<file path="src/rtl/a2d_chnl_sched_if.sv">
// SPI handshake between the A2D channel scheduler (master) and the SPI shift engine (slave).
interface a2d_chnl_sched_if;
  logic        spi_wrt;
  logic [15:0] spi_cmd;
  logic        spi_done;
  logic [15:0] spi_resp;

  modport master (
    output spi_wrt,
    output spi_cmd,
    input  spi_done,
    input  spi_resp
  );

  modport slave (
    input  spi_wrt,
    input  spi_cmd,
    output spi_done,
    output spi_resp
  );
endinterface

</file>
<file path="src/rtl/a2d_chnl_sched.sv">
// Round-robin A2D scheduler: paced rounds of command/read SPI pairs over batt, curr, brake, torque.
// Optional macro A2D_FILT_EN enables a 3:1 IIR on each result register.
module a2d_chnl_sched #(
  parameter int unsigned PACE_CYC = 16384,
  parameter int unsigned GAP_CYC  = 4
) (
  input  logic                    clk,
  input  logic                    rst_n,
  a2d_chnl_sched_if.master        spi,
  output logic [11:0]             batt,
  output logic [11:0]             curr,
  output logic [11:0]             brake,
  output logic [11:0]             torque,
  output logic                    cnv_cmplt
);

  localparam int unsigned CNT_W = 16;
  localparam int unsigned DAT_W = 12;
  localparam int unsigned IDX_W = 2;
  localparam int unsigned NCHNL = 4;

  localparam logic [CNT_W-1:0] PACE_LAST = CNT_W'(PACE_CYC - 1);
  localparam logic [CNT_W-1:0] GAP_LAST  = CNT_W'(GAP_CYC - 1);
  localparam logic [IDX_W-1:0] IDX_LAST  = IDX_W'(NCHNL - 1);

  localparam logic [2:0] PACE    = 3'd0;
  localparam logic [2:0] CMD     = 3'd1;
  localparam logic [2:0] CMD_WT  = 3'd2;
  localparam logic [2:0] GAP     = 3'd3;
  localparam logic [2:0] READ    = 3'd4;
  localparam logic [2:0] READ_WT = 3'd5;

  logic [2:0]       r_state;
  logic [2:0]       w_nxt_state;
  logic [CNT_W-1:0] r_cnt;
  logic [CNT_W-1:0] w_nxt_cnt;
  logic [IDX_W-1:0] r_idx;
  logic [IDX_W-1:0] w_nxt_idx;
  logic             w_rd_done;
  logic             w_wrt;
  logic [2:0]       w_ch;
  logic             r_spi_wrt;
  logic [15:0]      r_spi_cmd;
  logic             r_cnv;
  logic [DAT_W-1:0] r_res [NCHNL];
  logic [DAT_W-1:0] w_sample;
  logic [DAT_W-1:0] w_upd;

  // Next-state, channel index and completion decode
  always_comb begin
    w_nxt_state = r_state;
    w_nxt_idx   = r_idx;
    w_rd_done   = 1'b0;
    case (r_state)
      PACE: begin
        if (r_cnt == PACE_LAST) begin
          w_nxt_state = CMD;
          w_nxt_idx   = '0;
        end
      end
      CMD:     w_nxt_state = CMD_WT;
      CMD_WT:  if (spi.spi_done) w_nxt_state = GAP;
      GAP:     if (r_cnt == GAP_LAST) w_nxt_state = READ;
      READ:    w_nxt_state = READ_WT;
      READ_WT: begin
        if (spi.spi_done) begin
          w_rd_done = 1'b1;
          if (r_idx == IDX_LAST) begin
            w_nxt_state = PACE;
          end else begin
            w_nxt_state = CMD;
            w_nxt_idx   = r_idx + IDX_W'(1);
          end
        end
      end
      default: w_nxt_state = PACE;
    endcase
  end

  // Counter only runs in the timed states and restarts on every state entry
  always_comb begin
    w_nxt_cnt = '0;
    if ((w_nxt_state == r_state) && ((r_state == PACE) || (r_state == GAP)))
      w_nxt_cnt = r_cnt + CNT_W'(1);
  end

  // Physical mux channel for the scheduled index (ch2 is skipped)
  always_comb begin
    w_ch = 3'd0;
    case (w_nxt_idx)
      2'd0:    w_ch = 3'd0;
      2'd1:    w_ch = 3'd1;
      2'd2:    w_ch = 3'd3;
      default: w_ch = 3'd4;
    endcase
  end

  assign w_wrt    = (w_nxt_state == CMD) || (w_nxt_state == READ);
  assign w_sample = spi.spi_resp[DAT_W-1:0];

`ifdef A2D_FILT_EN
  logic [NCHNL-1:0] r_seen;
  logic [13:0]      w_sum;

  assign w_sum = (14'(r_res[r_idx]) * 14'd3) + 14'(w_sample);
  assign w_upd = r_seen[r_idx] ? w_sum[13:2] : w_sample;

  // First result after reset seeds the filter with the raw sample
  always_ff @(posedge clk) begin
    if (!rst_n)
      r_seen <= '0;
    else if (w_rd_done)
      r_seen[r_idx] <= 1'b1;
  end
`else
  assign w_upd = w_sample;
`endif

  always_ff @(posedge clk) begin
    if (!rst_n) begin
      r_state   <= PACE;
      r_cnt     <= '0;
      r_idx     <= '0;
      r_spi_wrt <= 1'b0;
      r_spi_cmd <= '0;
      r_cnv     <= 1'b0;
      for (int i = 0; i < int'(NCHNL); i++) r_res[i] <= '0;
    end else begin
      r_state   <= w_nxt_state;
      r_cnt     <= w_nxt_cnt;
      r_idx     <= w_nxt_idx;
      r_spi_wrt <= w_wrt;
      r_cnv     <= w_rd_done && (r_idx == IDX_LAST);
      if (w_wrt)
        r_spi_cmd <= {2'b00, w_ch, 11'h000};
      if (w_rd_done)
        r_res[r_idx] <= w_upd;
    end
  end

  assign spi.spi_wrt = r_spi_wrt;
  assign spi.spi_cmd = r_spi_cmd;
  assign cnv_cmplt   = r_cnv;
  assign batt        = r_res[0];
  assign curr        = r_res[1];
  assign brake       = r_res[2];
  assign torque      = r_res[3];

endmodule
</file>
<file path="src/flat_wrapper.sv">
// flat-port wrapper written by rule: the top's interface ports become plain ports
module a2d_chnl_sched_flat 
#(
  parameter int unsigned PACE_CYC = 16384,
  parameter int unsigned GAP_CYC  = 4
)
  (clk, rst_n, batt, curr, brake, torque, cnv_cmplt, spi_spi_wrt, spi_spi_cmd, spi_spi_done, spi_spi_resp);
  a2d_chnl_sched_if spi_i ();
  input  logic clk;
  input  logic rst_n;
  output logic [11:0] batt;
  output logic [11:0] curr;
  output logic [11:0] brake;
  output logic [11:0] torque;
  output logic cnv_cmplt;
  output wire logic [$bits(spi_i.spi_wrt)-1:0] spi_spi_wrt;
  output wire logic [$bits(spi_i.spi_cmd)-1:0] spi_spi_cmd;
  input wire logic [$bits(spi_i.spi_done)-1:0] spi_spi_done;
  input wire logic [$bits(spi_i.spi_resp)-1:0] spi_spi_resp;
  assign spi_spi_wrt = spi_i.spi_wrt;
  assign spi_spi_cmd = spi_i.spi_cmd;
  assign spi_i.spi_done = spi_spi_done;
  assign spi_i.spi_resp = spi_spi_resp;
  a2d_chnl_sched #(.PACE_CYC(PACE_CYC), .GAP_CYC(GAP_CYC)) u_core (.clk(clk), .rst_n(rst_n), .spi(spi_i), .batt(batt), .curr(curr), .brake(brake), .torque(torque), .cnv_cmplt(cnv_cmplt));
endmodule
</file>
<file path="config.mk">
export PLATFORM = sky130hd
export DESIGN_NAME = a2d_chnl_sched_flat
export DESIGN_NICKNAME = d
export VERILOG_FILES = /design/src/rtl/a2d_chnl_sched_if.sv /design/src/rtl/a2d_chnl_sched.sv /design/src/flat_wrapper.sv
export SDC_FILE = /design/constraint.sdc
export NUM_CORES = 1
export LEC_CHECK = 0
export BUFFER_PORTS_ARGS = -buffer_cell sky130_fd_sc_hd__buf_4
export CORE_MARGIN = 10
export CORE_UTILIZATION = 50
export CTS_CLUSTER_DIAMETER = 30
export DETAILED_ROUTE_END_ITERATION = 8
export GPL_ROUTABILITY_DRIVEN = 0
export GPL_TIMING_DRIVEN = 0
export HOLD_SLACK_MARGIN = 0.05
export PLACE_DENSITY = 0.76
export SLEW_MARGIN = 20
export SYNTH_ARGS = -nofsm -noshare
export SYNTH_HDL_FRONTEND = slang
export SYNTH_SLANG_ARGS = --single-unit
</file>
<file path="constraint.sdc">
create_clock -name clk -period 5.6 [get_ports clk]
set_input_delay 1.12 -clock clk [delete_from_list [all_inputs] [get_ports clk]]
set_output_delay 1.12 -clock clk [all_outputs]
set_load 0.02 [all_outputs]
</file>
# Word level (Yosys, flattened, before mapping)
# Memories as Yosys holds them, arrays and structs flattened.
# Index checks and enable logic that the tools add are counted.
# op_classes
add_sub_neg	2
eq_ne	13
muxes	20
reduce_logical	8
# op_table
cell	count
$pmux W3 S6	1
$add A16 B1 Y16 const B	1
$eq A16 B14 Y1 const B	1
$eq A16 B2 Y1 const B	1
$mux W12	1
$mux W3	4
$reduce_or A12 Y1	1
$eq A3 B3 Y1 const B	3
$pmux W3 S3	1
$mux W1	8
$mux W2	4
$eq A3 B1 Y1 const B	2
$eq A3 B2 Y1 const B	2
$eq A2 B2 Y1 const B	2
$pmux W2 S2	1
$eq A3 B3 Y1	1
$logic_not A3 Y1	1
$add A2 B1 Y2 const B	1
$eq A2 B1 Y1 const B	1
$logic_and A1 B1 Y1	2
$logic_not A2 Y1	1
$logic_or A1 B1 Y1	2
$reduce_and A2 Y1	1
# totals
reg_bits	26
ram_bits	48
in_bits	19
output_inout_bits	66
word_cells	50
n_memories	1
# mem_list
name	depth	word_bits	rd	rd_clocked_by_memory_dff	wr	line	source
u_core.r_res	4	12	4	0	4	a2d_chnl_sched.sv:45	logic [DAT_W-1:0] r_res [NCHNL];

# Depth between registers and ports, before layout
# depth
ltp_word	7
ltp_mapped	9
mapped_depth_nobuf	9

# Worst setup path after synthesis
# Ideal clock, no wire load.
# synth_timing
kind	in2reg
from	input spi_spi_done
to	memory u_core.r_res[0][0] (enable)
setup_time_ps	400
arrival_ps	2489
t_required_ps	5200
setup_slack_ps	2711
stages	3
path_buffers	0
path_cell_list	nand2_1 > or2_2 > o31ai_1
# synth_lines
element	line	source
from (decl)	flat_wrapper.sv:18	input wire logic [$bits(spi_i.spi_done)-1:0] spi_spi_done;
to (decl)	a2d_chnl_sched.sv:45	

==> summary.md <==
| Metric | Value |
|---|---|
| Crit path cell chain | `clkbuf_1 -> clkbuf_1 -> nand2_1` |
| Wire per inst | `16.0 µm` |
| Critical Path Sink Type | `flip-flop` |
| Crit path max fanout | `13` |
| Largest net degree at the start of global routing | `15` |
| Net count, final | `between 300 and 400` |
| CP most frequent cell | `clkbuf_1` |
| Synth Area per Inst | `~12 µm²` |
| Power per cell area | `275 mW/mm²` |
| Max transition margin | `a little over half` |
| Synthesized netlist cell count | `270` |
| Clock Path Buffers | `2` |
| Slowest Stage Delay on Critical Path | `0.48 ns` |
| GRT met3 Usage | `4.25%` |
| # diodes | `0` |
| DP HPWL | `roughly 5400 µm` |
| Filler instances | `approximately 480` |
| Crit path time final | `2.37 ns` |
| Worst reg2reg setup slack | `about 3.5 ns` |
| Setup violations, final | `0` |
| Area of the multi-input gates | `0.00119 mm²` |
| Maximum VDD drop | `0.000235 V` |
| CTS buffer count | `9` |
| M2 GR Usage | `between 20% and 30%` |
| H-tree depth | `3` |
| DRC | `0` |
| Vias in the first global route | `between 2,000 and 2,500` |
| Via count of the routed design | `between 2,000 and 2,500` |
| Cts hold-fix bufs | `0` |
| First-pass GRT wire length | `~11,000 µm` |
| Type of the worst min-delay path | `reg -> reg` |
| Unique masters post-synth | `44` |
| Skew-Pair Late Insertion Delay | `about 0.34 ns` |
| Clock-pin slew on the worst setup and hold paths | `about 0.08 ns` |
| Number of core rows | `29` |
| PortBufs | `66` |
| CTS tree | `yes` |
| Starting Density | `between 50% and 60%` |
| Gates resized, CTS repair | `0` |
| CP Class | `in -> reg` |
| Maxcap violations | `0` |
| Hold WS | `0.460 ns` |
| WP data required | `~5.6 ns` |
| Grt peak-use layer | `met2` |
| Slowest cell on crit path | `nand2_1` |
| CTS Root Cell | `clkbuf_8` |
| Status | `finished, final reports clean` |
| CP arrival | `roughly 2.3 ns` |
| Worst slew pin tran | `a little under 0.7 ns` |
| I/O pin cnt | `85` |
| Peak Freq | `roughly 420 MHz` |
| Crit share post-route | `between 40% and 50%` |
| Initial antenna violation count | `0` |
| Most frequent cells in the layout | `buf_4 (82), edfxtp_1 (48), and2_1 (37)` |
| Leak | `0.00175 µW` |
| Vias per inst | `4.91` |
| Mapped cell area | `0.00327 mm²` |
| Final wirelength | `~7000 µm` |
| GRT Total Usage | `between 10% and 20%` |
| Met1 Usage GRT | `between 15 and 20%` |
| RSZ-0062 raised after global routing | `no` |
| Layout area overhead | `27.2%` |
| Total Neg Setup Slack | `0 ns` |
| FF+latch count, synth | `74` |
| Clock Skew | `between 0.008 and 0.009 ns` |
| Die Y | `just over 100 µm` |
| Die area | `just over 0.01 mm²` |
| Final Util | `around two thirds` |
| Fin. Hold Viols | `0` |
| Max Slew Vio Count | `0` |
| DRT antenna net count | `0` |
| Power consumption | `between 1000 and 1500 µW` |
| Drt pass-1 iters | `4` |
| Register area | `between 0.0015 and 0.002 mm²` |
| Placed inst area | `between 0.003 and 0.004 mm²` |
| Synth top area cells | `edfxtp_1 (44%), dfxtp_1 (16%), and2_1 (7.1%), nor3_2 (3.7%), buf_4 (3.0%)` |
| Yosys top cell by area | `edfxtp_1` |
| Most common cell after layout, fill and taps aside | `buf_4` |
| Total gr overflow | `0` |
| Initial DRC count | `98` |
| Startpoint Class | `input pin` |
| Ys Warns | `0` |
| Yosys top cell area share | `around 44%` |
| Die width | `101 µm` |
| Sink Count | `74` |
| Core area | `around 0.0063 mm²` |
| Final instance area | `between 0.004 and 0.005 mm²` |
| Layout cells sized above 1 | `34.1%` |
| Seq/Total Area, Yosys | `60.0%` |
| Postcts setup bufs | `0` |
## per-layer routing
metal	vias to the layer above	routed length [µm]
met4	0	136
met5	-	0
met3	12	495
met2	60	3460
met1	1009	3020
li1	1097	-
## kinds of logic (layout without fill, tap and decap cells)
logic type	Yosys count	count (layout)	synth area share, %
AOI/OAI and AO/OA	15	15	3.56
adders and majority gates	3	3	1.15
DFF	74	74	60.0
and+or+nand+nor	130	130	25.1
buffers and inverters	29	114	5.13
muxes	3	3	0.919
xor gates and xnor gates	15	15	4.02
other	1	13	0.115
## where the power goes
part | switching (µW) | internal [µW]
clock network | 207 | 255
logic | 51.4 | 32.7
registers | 6.28 | 592
total | 265 | 879
## path summary, 6_finish.rpt
kind / to / cells past startpoint / startpoint
min reg2reg: u_core.spi.spi_cmd[12] / 2 / u_core.spi.spi_cmd[12]
min: u_core.spi.spi_cmd[12] / 2 / u_core.spi.spi_cmd[12]
max: u_core.r_res[1][6] / 3 / rst_n
max reg2reg: u_core.spi.spi_cmd[11] / 9 / u_core.r_cnt[0]
## cells in the mapped netlist, drive strengths merged
cell     number
nand4         5
a31oi         1
nor3         22
a21oi         5
nand2        21
or3           1
o21ai         4
nand3b        2
buf          15
nand3         4
nor2         11
a2bb2oi       2
nor2b         2
ha            3
nor4          4
inv           5
xnor2         7
edfxtp       48
o31ai         1
nor4b         1
dfxtp        26
nand2b        3
clkbuf        9
conb          1
nor3b         3
o21a          1
and3         12
or2           2
o31a          1
xor2          8
mux2i         3
and2         37
## per-stage QoR
step / worst slack [ns] / instances
after CTS: 3.21 / 444
after global placement: 2.15 / 425
after global routing: 3.09 / 444
after floorplan: 2.71 / 282
after detailed placement: 2.87 / 428
final: 3.23 / 444
## critical path: cells and delay by family
family / cells / cell delay [ns]
and+or+nand+nor: 1 / 0.48
buffers and inverters: 2 / 0.70
## flip-flops by register name (all words and copies together), names as in the netlist
name / flops
u_core.spi.spi_cmd: 3
u_core.cnv_cmplt: 1
u_core.r_res: 48
u_core.r_state: 3
u_core.r_idx: 2
u_core.spi.spi_wrt: 1
u_core.r_cnt: 16
## area by class of cell
class                           instances  share of cell area [%]
Buffer                                 24                    3.58
Clock buffer                            9                    2.98
Clock inverter                          7                    2.44
Inverter                                5                   0.451
Multi-Input combinational cell        179                    28.6
Sequential cell                        74                    47.2
Tap cell                               77                    2.32
Timing Repair Buffer                   69                    12.5
No activity file was read; power rests on OpenSTA's default activity.
